### src/rtl/uart_xcvr_param.sv
// uart_xcvr_param: UART transceiver with a TX FIFO, a runtime baud divisor,
// optional odd/even parity and one or two TX stop bits. RX samples mid-bit
// after a 2-FF synchroniser. Every state lasts cfg_div+1 clocks.
module uart_xcvr_param #(
  parameter int DATA_W  = 8,
  parameter int DIV_W   = 16,
  parameter int FIFO_AW = 3
) (
  input  logic              clk,
  input  logic              rst_n,
  input  logic [DIV_W-1:0]  cfg_div,
  input  logic [1:0]        cfg_parity,
  input  logic              cfg_stop2,
  input  logic [DATA_W-1:0] tx_data,
  input  logic              tx_valid,
  output logic              tx_ready,
  output logic [FIFO_AW:0]  tx_level,
  output logic              tx_busy,
  output logic              tx_pin,
  input  logic              rx_pin,
  output logic [DATA_W-1:0] rx_data,
  output logic              rx_valid,
  input  logic              rx_ready,
  output logic              rx_frame_err,
  output logic              rx_parity_err,
  output logic              rx_overrun
);

  localparam int DEPTH = 1 << FIFO_AW;
  localparam int BIT_W = $clog2(DATA_W);
  localparam logic [BIT_W-1:0] LAST_BIT   = BIT_W'(DATA_W - 1);
  localparam logic [FIFO_AW:0] FULL_LEVEL = {1'b1, {FIFO_AW{1'b0}}};

  typedef enum logic [2:0] {
    TX_IDLE, TX_START, TX_DATA, TX_PARITY, TX_STOP1, TX_STOP2
  } tx_state_t;

  typedef enum logic [2:0] {
    RX_IDLE, RX_START, RX_DATA, RX_PARITY, RX_STOP
  } rx_state_t;

  // ---------------- TX FIFO ----------------
  logic [DATA_W-1:0]  fifo_mem [DEPTH];
  logic [FIFO_AW-1:0] wr_ptr, rd_ptr;
  logic [FIFO_AW:0]   fifo_cnt;
  logic               push, pop;
  logic [DATA_W-1:0]  fifo_head;

  assign tx_ready  = (fifo_cnt != FULL_LEVEL);
  assign push      = tx_valid && tx_ready;
  assign tx_level  = fifo_cnt;
  assign fifo_head = fifo_mem[rd_ptr];

  // FIFO pointers and occupancy; a push while full is simply not accepted
  always_ff @(posedge clk) begin
    if (!rst_n) begin
      wr_ptr   <= '0;
      rd_ptr   <= '0;
      fifo_cnt <= '0;
    end else begin
      if (push) wr_ptr <= wr_ptr + 1'b1;
      if (pop)  rd_ptr <= rd_ptr + 1'b1;
      case ({push, pop})
        2'b10:   fifo_cnt <= fifo_cnt + 1'b1;
        2'b01:   fifo_cnt <= fifo_cnt - 1'b1;
        default: ;
      endcase
    end
  end

  // FIFO storage needs no reset: the pointers define what is valid
  always_ff @(posedge clk) begin
    if (push) fifo_mem[wr_ptr] <= tx_data;
  end

  // ---------------- TX FSM ----------------
  tx_state_t         tx_state, tx_state_d;
  logic [DIV_W-1:0]  tx_cnt, tx_cnt_d, tx_div, tx_div_d;
  logic [BIT_W-1:0]  tx_bit, tx_bit_d;
  logic [DATA_W-1:0] tx_shift, tx_shift_d;
  logic              tx_par_en, tx_par_en_d, tx_par_val, tx_par_val_d;
  logic              tx_stop2, tx_stop2_d, tx_pin_d;
  logic              tx_launch, tx_cnt_zero;

  assign tx_cnt_zero = (tx_cnt == '0);
  assign tx_busy     = (fifo_cnt != '0) || (tx_state != TX_IDLE);

  // TX next state; the pin value is computed here so tx_pin is a clean register
  always_comb begin
    tx_state_d   = tx_state;
    tx_cnt_d     = tx_cnt_zero ? tx_cnt : tx_cnt - 1'b1;
    tx_div_d     = tx_div;
    tx_bit_d     = tx_bit;
    tx_shift_d   = tx_shift;
    tx_par_en_d  = tx_par_en;
    tx_par_val_d = tx_par_val;
    tx_stop2_d   = tx_stop2;
    tx_pin_d     = tx_pin;
    tx_launch    = 1'b0;
    pop          = 1'b0;
    case (tx_state)
      TX_IDLE: begin
        tx_pin_d  = 1'b1;
        tx_launch = (fifo_cnt != '0);
      end
      TX_START: begin
        if (tx_cnt_zero) begin
          tx_state_d = TX_DATA;
          tx_cnt_d   = tx_div;
          tx_bit_d   = '0;
          tx_pin_d   = tx_shift[0];
        end
      end
      TX_DATA: begin
        if (tx_cnt_zero) begin
          tx_cnt_d = tx_div;
          if (tx_bit == LAST_BIT) begin
            if (tx_par_en) begin
              tx_state_d = TX_PARITY;
              tx_pin_d   = tx_par_val;
            end else begin
              tx_state_d = TX_STOP1;
              tx_pin_d   = 1'b1;
            end
          end else begin
            tx_bit_d   = tx_bit + 1'b1;
            tx_shift_d = tx_shift >> 1;
            tx_pin_d   = tx_shift[1];
          end
        end
      end
      TX_PARITY: begin
        if (tx_cnt_zero) begin
          tx_state_d = TX_STOP1;
          tx_cnt_d   = tx_div;
          tx_pin_d   = 1'b1;
        end
      end
      TX_STOP1: begin
        if (tx_cnt_zero) begin
          if (tx_stop2) begin
            tx_state_d = TX_STOP2;
            tx_cnt_d   = tx_div;
            tx_pin_d   = 1'b1;
          end else begin
            tx_state_d = TX_IDLE;
            tx_pin_d   = 1'b1;
            tx_launch  = (fifo_cnt != '0);
          end
        end
      end
      TX_STOP2: begin
        if (tx_cnt_zero) begin
          tx_state_d = TX_IDLE;
          tx_pin_d   = 1'b1;
          tx_launch  = (fifo_cnt != '0);
        end
      end
      default: begin
        tx_state_d = TX_IDLE;
        tx_pin_d   = 1'b1;
      end
    endcase
    if (tx_launch) begin
      pop          = 1'b1;
      tx_state_d   = TX_START;
      tx_cnt_d     = cfg_div;
      tx_div_d     = cfg_div;
      tx_bit_d     = '0;
      tx_shift_d   = fifo_head;
      tx_par_en_d  = (cfg_parity == 2'b01) || (cfg_parity == 2'b10);
      tx_par_val_d = (cfg_parity == 2'b01) ? ~^fifo_head : ^fifo_head;
      tx_stop2_d   = cfg_stop2;
      tx_pin_d     = 1'b0;
    end
  end

  // TX state register; reset forces the line idle on the next edge
  always_ff @(posedge clk) begin
    if (!rst_n) begin
      tx_state   <= TX_IDLE;
      tx_cnt     <= '0;
      tx_div     <= '0;
      tx_bit     <= '0;
      tx_shift   <= '0;
      tx_par_en  <= 1'b0;
      tx_par_val <= 1'b0;
      tx_stop2   <= 1'b0;
      tx_pin     <= 1'b1;
    end else begin
      tx_state   <= tx_state_d;
      tx_cnt     <= tx_cnt_d;
      tx_div     <= tx_div_d;
      tx_bit     <= tx_bit_d;
      tx_shift   <= tx_shift_d;
      tx_par_en  <= tx_par_en_d;
      tx_par_val <= tx_par_val_d;
      tx_stop2   <= tx_stop2_d;
      tx_pin     <= tx_pin_d;
    end
  end

  // ---------------- RX ----------------
  logic rx_meta, rx_sync, rx_sync_q, rx_fall;

  assign rx_fall = rx_sync_q && !rx_sync;

  // Two-flop synchroniser plus one delayed copy for falling-edge detection
  always_ff @(posedge clk) begin
    if (!rst_n) begin
      rx_meta   <= 1'b1;
      rx_sync   <= 1'b1;
      rx_sync_q <= 1'b1;
    end else begin
      rx_meta   <= rx_pin;
      rx_sync   <= rx_meta;
      rx_sync_q <= rx_sync;
    end
  end

  rx_state_t         rx_state, rx_state_d;
  logic [DIV_W-1:0]  rx_cnt, rx_cnt_d, rx_div, rx_div_d;
  logic [BIT_W-1:0]  rx_bit, rx_bit_d;
  logic [DATA_W-1:0] rx_shift, rx_shift_d;
  logic              rx_par_en, rx_par_en_d, rx_par_odd, rx_par_odd_d;
  logic              rx_par_bit, rx_par_bit_d;
  logic              rx_done, rx_cnt_zero, rx_par_bad;

  assign rx_cnt_zero = (rx_cnt == '0);
  assign rx_par_bad  = rx_par_en &&
                       (rx_par_bit != (rx_par_odd ? ~^rx_shift : ^rx_shift));

  // RX next state; the start bit is re-checked half a period after the edge
  always_comb begin
    rx_state_d   = rx_state;
    rx_cnt_d     = rx_cnt_zero ? rx_cnt : rx_cnt - 1'b1;
    rx_div_d     = rx_div;
    rx_bit_d     = rx_bit;
    rx_shift_d   = rx_shift;
    rx_par_en_d  = rx_par_en;
    rx_par_odd_d = rx_par_odd;
    rx_par_bit_d = rx_par_bit;
    rx_done      = 1'b0;
    case (rx_state)
      RX_IDLE: begin
        if (rx_fall) begin
          rx_state_d   = RX_START;
          rx_cnt_d     = cfg_div >> 1;
          rx_div_d     = cfg_div;
          rx_par_en_d  = (cfg_parity == 2'b01) || (cfg_parity == 2'b10);
          rx_par_odd_d = (cfg_parity == 2'b01);
        end
      end
      RX_START: begin
        if (rx_cnt_zero) begin
          if (!rx_sync) begin
            rx_state_d = RX_DATA;
            rx_cnt_d   = rx_div;
            rx_bit_d   = '0;
          end else begin
            rx_state_d = RX_IDLE;
          end
        end
      end
      RX_DATA: begin
        if (rx_cnt_zero) begin
          rx_cnt_d   = rx_div;
          rx_shift_d = {rx_sync, rx_shift[DATA_W-1:1]};
          if (rx_bit == LAST_BIT) begin
            rx_state_d = rx_par_en ? RX_PARITY : RX_STOP;
          end else begin
            rx_bit_d = rx_bit + 1'b1;
          end
        end
      end
      RX_PARITY: begin
        if (rx_cnt_zero) begin
          rx_par_bit_d = rx_sync;
          rx_state_d   = RX_STOP;
          rx_cnt_d     = rx_div;
        end
      end
      RX_STOP: begin
        if (rx_cnt_zero) begin
          rx_done    = 1'b1;
          rx_state_d = RX_IDLE;
        end
      end
      default: rx_state_d = RX_IDLE;
    endcase
  end

  // RX state register
  always_ff @(posedge clk) begin
    if (!rst_n) begin
      rx_state   <= RX_IDLE;
      rx_cnt     <= '0;
      rx_div     <= '0;
      rx_bit     <= '0;
      rx_shift   <= '0;
      rx_par_en  <= 1'b0;
      rx_par_odd <= 1'b0;
      rx_par_bit <= 1'b0;
    end else begin
      rx_state   <= rx_state_d;
      rx_cnt     <= rx_cnt_d;
      rx_div     <= rx_div_d;
      rx_bit     <= rx_bit_d;
      rx_shift   <= rx_shift_d;
      rx_par_en  <= rx_par_en_d;
      rx_par_odd <= rx_par_odd_d;
      rx_par_bit <= rx_par_bit_d;
    end
  end

  // Output holding register; an unread frame is kept and a new one dropped
  always_ff @(posedge clk) begin
    if (!rst_n) begin
      rx_data       <= '0;
      rx_valid      <= 1'b0;
      rx_frame_err  <= 1'b0;
      rx_parity_err <= 1'b0;
      rx_overrun    <= 1'b0;
    end else if (rx_done) begin
      if (rx_valid && !rx_ready) begin
        rx_overrun <= 1'b1;
      end else begin
        rx_data       <= rx_shift;
        rx_frame_err  <= !rx_sync;
        rx_parity_err <= rx_par_bad;
        rx_valid      <= 1'b1;
      end
    end else if (rx_valid && rx_ready) begin
      rx_valid <= 1'b0;
    end
  end

endmodule

### config.mk
export PLATFORM = sky130hd
export DESIGN_NAME = uart_xcvr_param
export DESIGN_NICKNAME = d
export VERILOG_FILES = /design/src/rtl/uart_xcvr_param.sv
export SDC_FILE = /design/constraint.sdc
export NUM_CORES = 1
export LEC_CHECK = 0
export CAP_MARGIN = 20
export CORE_AREA = 2 2 145 147
export CTS_CLUSTER_DIAMETER = 80
export CTS_CLUSTER_SIZE = 28
export DETAILED_ROUTE_END_ITERATION = 8
export DIE_AREA = 0 0 147 149
export SETUP_SLACK_MARGIN = 0.05
export SLEW_MARGIN = 30
export SYNTH_ARGS = -nofsm -noshare
export SYNTH_HDL_FRONTEND = slang
export SYNTH_SLANG_ARGS = --single-unit
### constraint.sdc
create_clock -name clk -period 6.3 [get_ports clk]
set_input_delay 1.89 -clock clk [delete_from_list [all_inputs] [get_ports clk]]
set_output_delay 1.89 -clock clk [all_outputs]
set_load 0.005 [all_outputs]
==> flow_summary.ini <==
[clock_network]
cts_inserted_buffers = 17
worstSkewPairLatency_ns = 0.44
cts.htree.levels = 4
cts_num_sinks = 191
cts.repair.resized = 0
ctsHoldBuffers = 0
post_cts_buffers = 0
cts_tree = yes
cts_buffer_depth = 2
root_buffer = clkbuf_16
clk_pin_slew_worst_paths_ns = 0.08

[cells_and_area]
syn2layout_area_growth_pct = 16.2
nNetsFinal = 935
n_antenna_cell = 0
fillCellCount = 1895
utilization = 0.484
drive_gt1_frac = 0.0874
final_common_cell = nand2_1
fin_cells = 1179
most-common-layout-cells = nand2_1 (149), dfxtp_1 (126), a21oi_1 (90), edfxtp_1 (64), nor2_1 (62)
finalInstanceArea_um2 = 9940

[pwr]
p_clk_frac = 0.259
p_comb_frac = 0.358
peakVddDrop_mv = 0.189
p_leak_nw = 3.40
p_sw_mw = 1.68
p_seq_frac = 0.383
p_sw_frac = 0.380
p_per_area_nw_per_um2 = 445
power.internal_mw = 2.74

[floorplan]
num_io_pins = 51
die_h_um = 149
rows = 53
die_w_um = 147
dieArea_um2 = 21900
start_util = 0.416
core_area_um2 = 20600

[global_route]
gr-total-overflow = 0
grt_pass1_wl_mm = 30.8
antenna_found_initial = 0
grt_pass1_vias = 5877
grt_use_total = 0.178
grt_max_degree = 52

[status]
outcome = finished, final reports clean

[timing]
fin_hold_ws_ns = 0.411
skew_ns = 0.0118
slew_violations = 0
setup_viol = 0
setup-tns-final_ns = 0
post-route-min-period_ns = 4.12
finalHoldViolCount = 0
worst_pin_slew_ns = 0.916
layout_worst_path_cycle_share = 0.654
rsz0062_at_grt = no
slew_headroom = 0.384
fmax_ghz = 0.243

[yosys]
yosys_register_bits = 191
synth-main-ff-cell = dfxtp_1
syn_avg_cell_area_um2 = 9.94
synthesis.nets = 905
synth.distinct_cells = 71
syn_area_um2 = 8560
synthArstFlopShare = 0
yosysWarnings = 0
seq_area_frac_synth = 0.522
synth_edf_count = 64
syn_inst = 861

[detailed_routing]
vias = 6305
wirelength_mm = 18.9
drt_iter0_markers = 287
ant_nets = 0
routed_via_density = 5.35
drc_errors = 0
dr.pass1.iters = 5
wl_per_cell_um = 16.0

[critical_path]
path_class = reg -> reg
cp-end-kind = flop
critical_path_arrival_ns = 4.47
cp_max_fo = 51
critPathLaunchType = flop
required_ns = 6.65

[run]
cap_violations = 0

[worst_hold_path]
hold_path.class = reg -> reg

[place]
placedCellCount = 1147
io_buffer_count = 50
dp_hpwl_mm = 12.9
gp_congestion = 0.789
place_area_um2 = 9280
-- Yosys cell counts (13+ instances only) --
cell      instances  area share
a211oi_1         13       0.011
a21oi_1          90       0.053
a31oi_1          15       0.011
clkbuf_1         32       0.014
dfxtp_1         127        0.30
edfxtp_1         64        0.22
inv_1            15      0.0066
mux2i_1          18       0.021
mux4_2           16       0.042
nand2_1         149       0.065
nand3_1          22       0.013
nor2_1           62       0.027
nor3_1           24       0.014
o21ai_0          14      0.0082
xnor2_1          21       0.021
xor2_1           18       0.018
-- path summary, 6_finish.rpt --
check	start	endpoint	slack (ns)	cells past startpoint
max	tx_cnt[0]	tx_level[2]	2.18	14
min	rx_meta	rx_sync	0.41	1
max reg2reg	tx_cnt[0]	tx_level[2]	2.18	14
min reg2reg	rx_meta	rx_sync	0.41	1
-- worst max-delay path: stages (launching register included) --
cell and delay (ns):
dfxtp_1 0.35, inv_1 0.07, ha_1 0.16, or3b_1 0.46, or4_1 0.73, o31ai_4 0.41
nand2_4 0.38, inv_2 0.18, ha_1 0.28, xor2_1 0.18, ha_1 0.17, a21oi_1 0.05
xor2_1 0.16, or3_1 0.31, a21oi_1 0.14
-- layer usage --
layer / global-route usage / share of wire / vias to the layer above
met2: 0.296 / 0.49 / 108
met5: 0 / 0 / -
met1: 0.240 / 0.47 / 3011
met4: 0.0442 / 0.0099 / 0
met3: 0.0394 / 0.034 / 13
li1: - / - / 3173
-- layout make-up --
class / instances / area (um2) / share of cell area
multi-input cells: 604 / 3850 / 0.387
clock buffers: 17 / 425 / 0.0428
flip-flops and latches: 191 / 4470 / 0.449
repair buffers: 60 / 576 / 0.0579
well taps: 275 / 344 / 0.0346
inverters: 17 / 65.1 / 0.00654
clock inverters: 15 / 218 / 0.0219
-- per-stage QoR --
| stage | setup slack, ns | power, mW |
|---|---|---|
| finish | 2.18 | 4.42 |
| global route | 1.89 | 4.72 |
| CTS | 1.91 | 4.45 |
| detailed placement | 1.95 | 3.29 |
| global placement | 2.05 | 3.28 |
| floorplan | 2.75 | 2.94 |
-- kinds of logic after synthesis --
family          synth area share
compound gates             0.135
buf+inv                   0.0336
simple gates               0.182
flops                      0.522
xor+xnor                  0.0425
mux                       0.0671
fa+ha+maj                 0.0175
-- power groups by stage --
stage               logic, mW  registers, mW  clock network, mW
CTS                      1.58           1.69               1.17
global route             1.77           1.73               1.22
finish                   1.58           1.69               1.15
global placement         1.56           1.72                  0
floorplan                1.31           1.63                  0
detailed placement       1.57           1.72                  0
-- registers in the layout, summed over array words and instances, names as in the netlist, 4 cells and up, named ones only --
register,cells
fifo_mem,64
rx_cnt,16
rx_div,16
tx_cnt,16
tx_div,16
rx_data,8
rx_shift,8
tx_shift,8
tx_level,4
(Power assumes the default switching activity.)
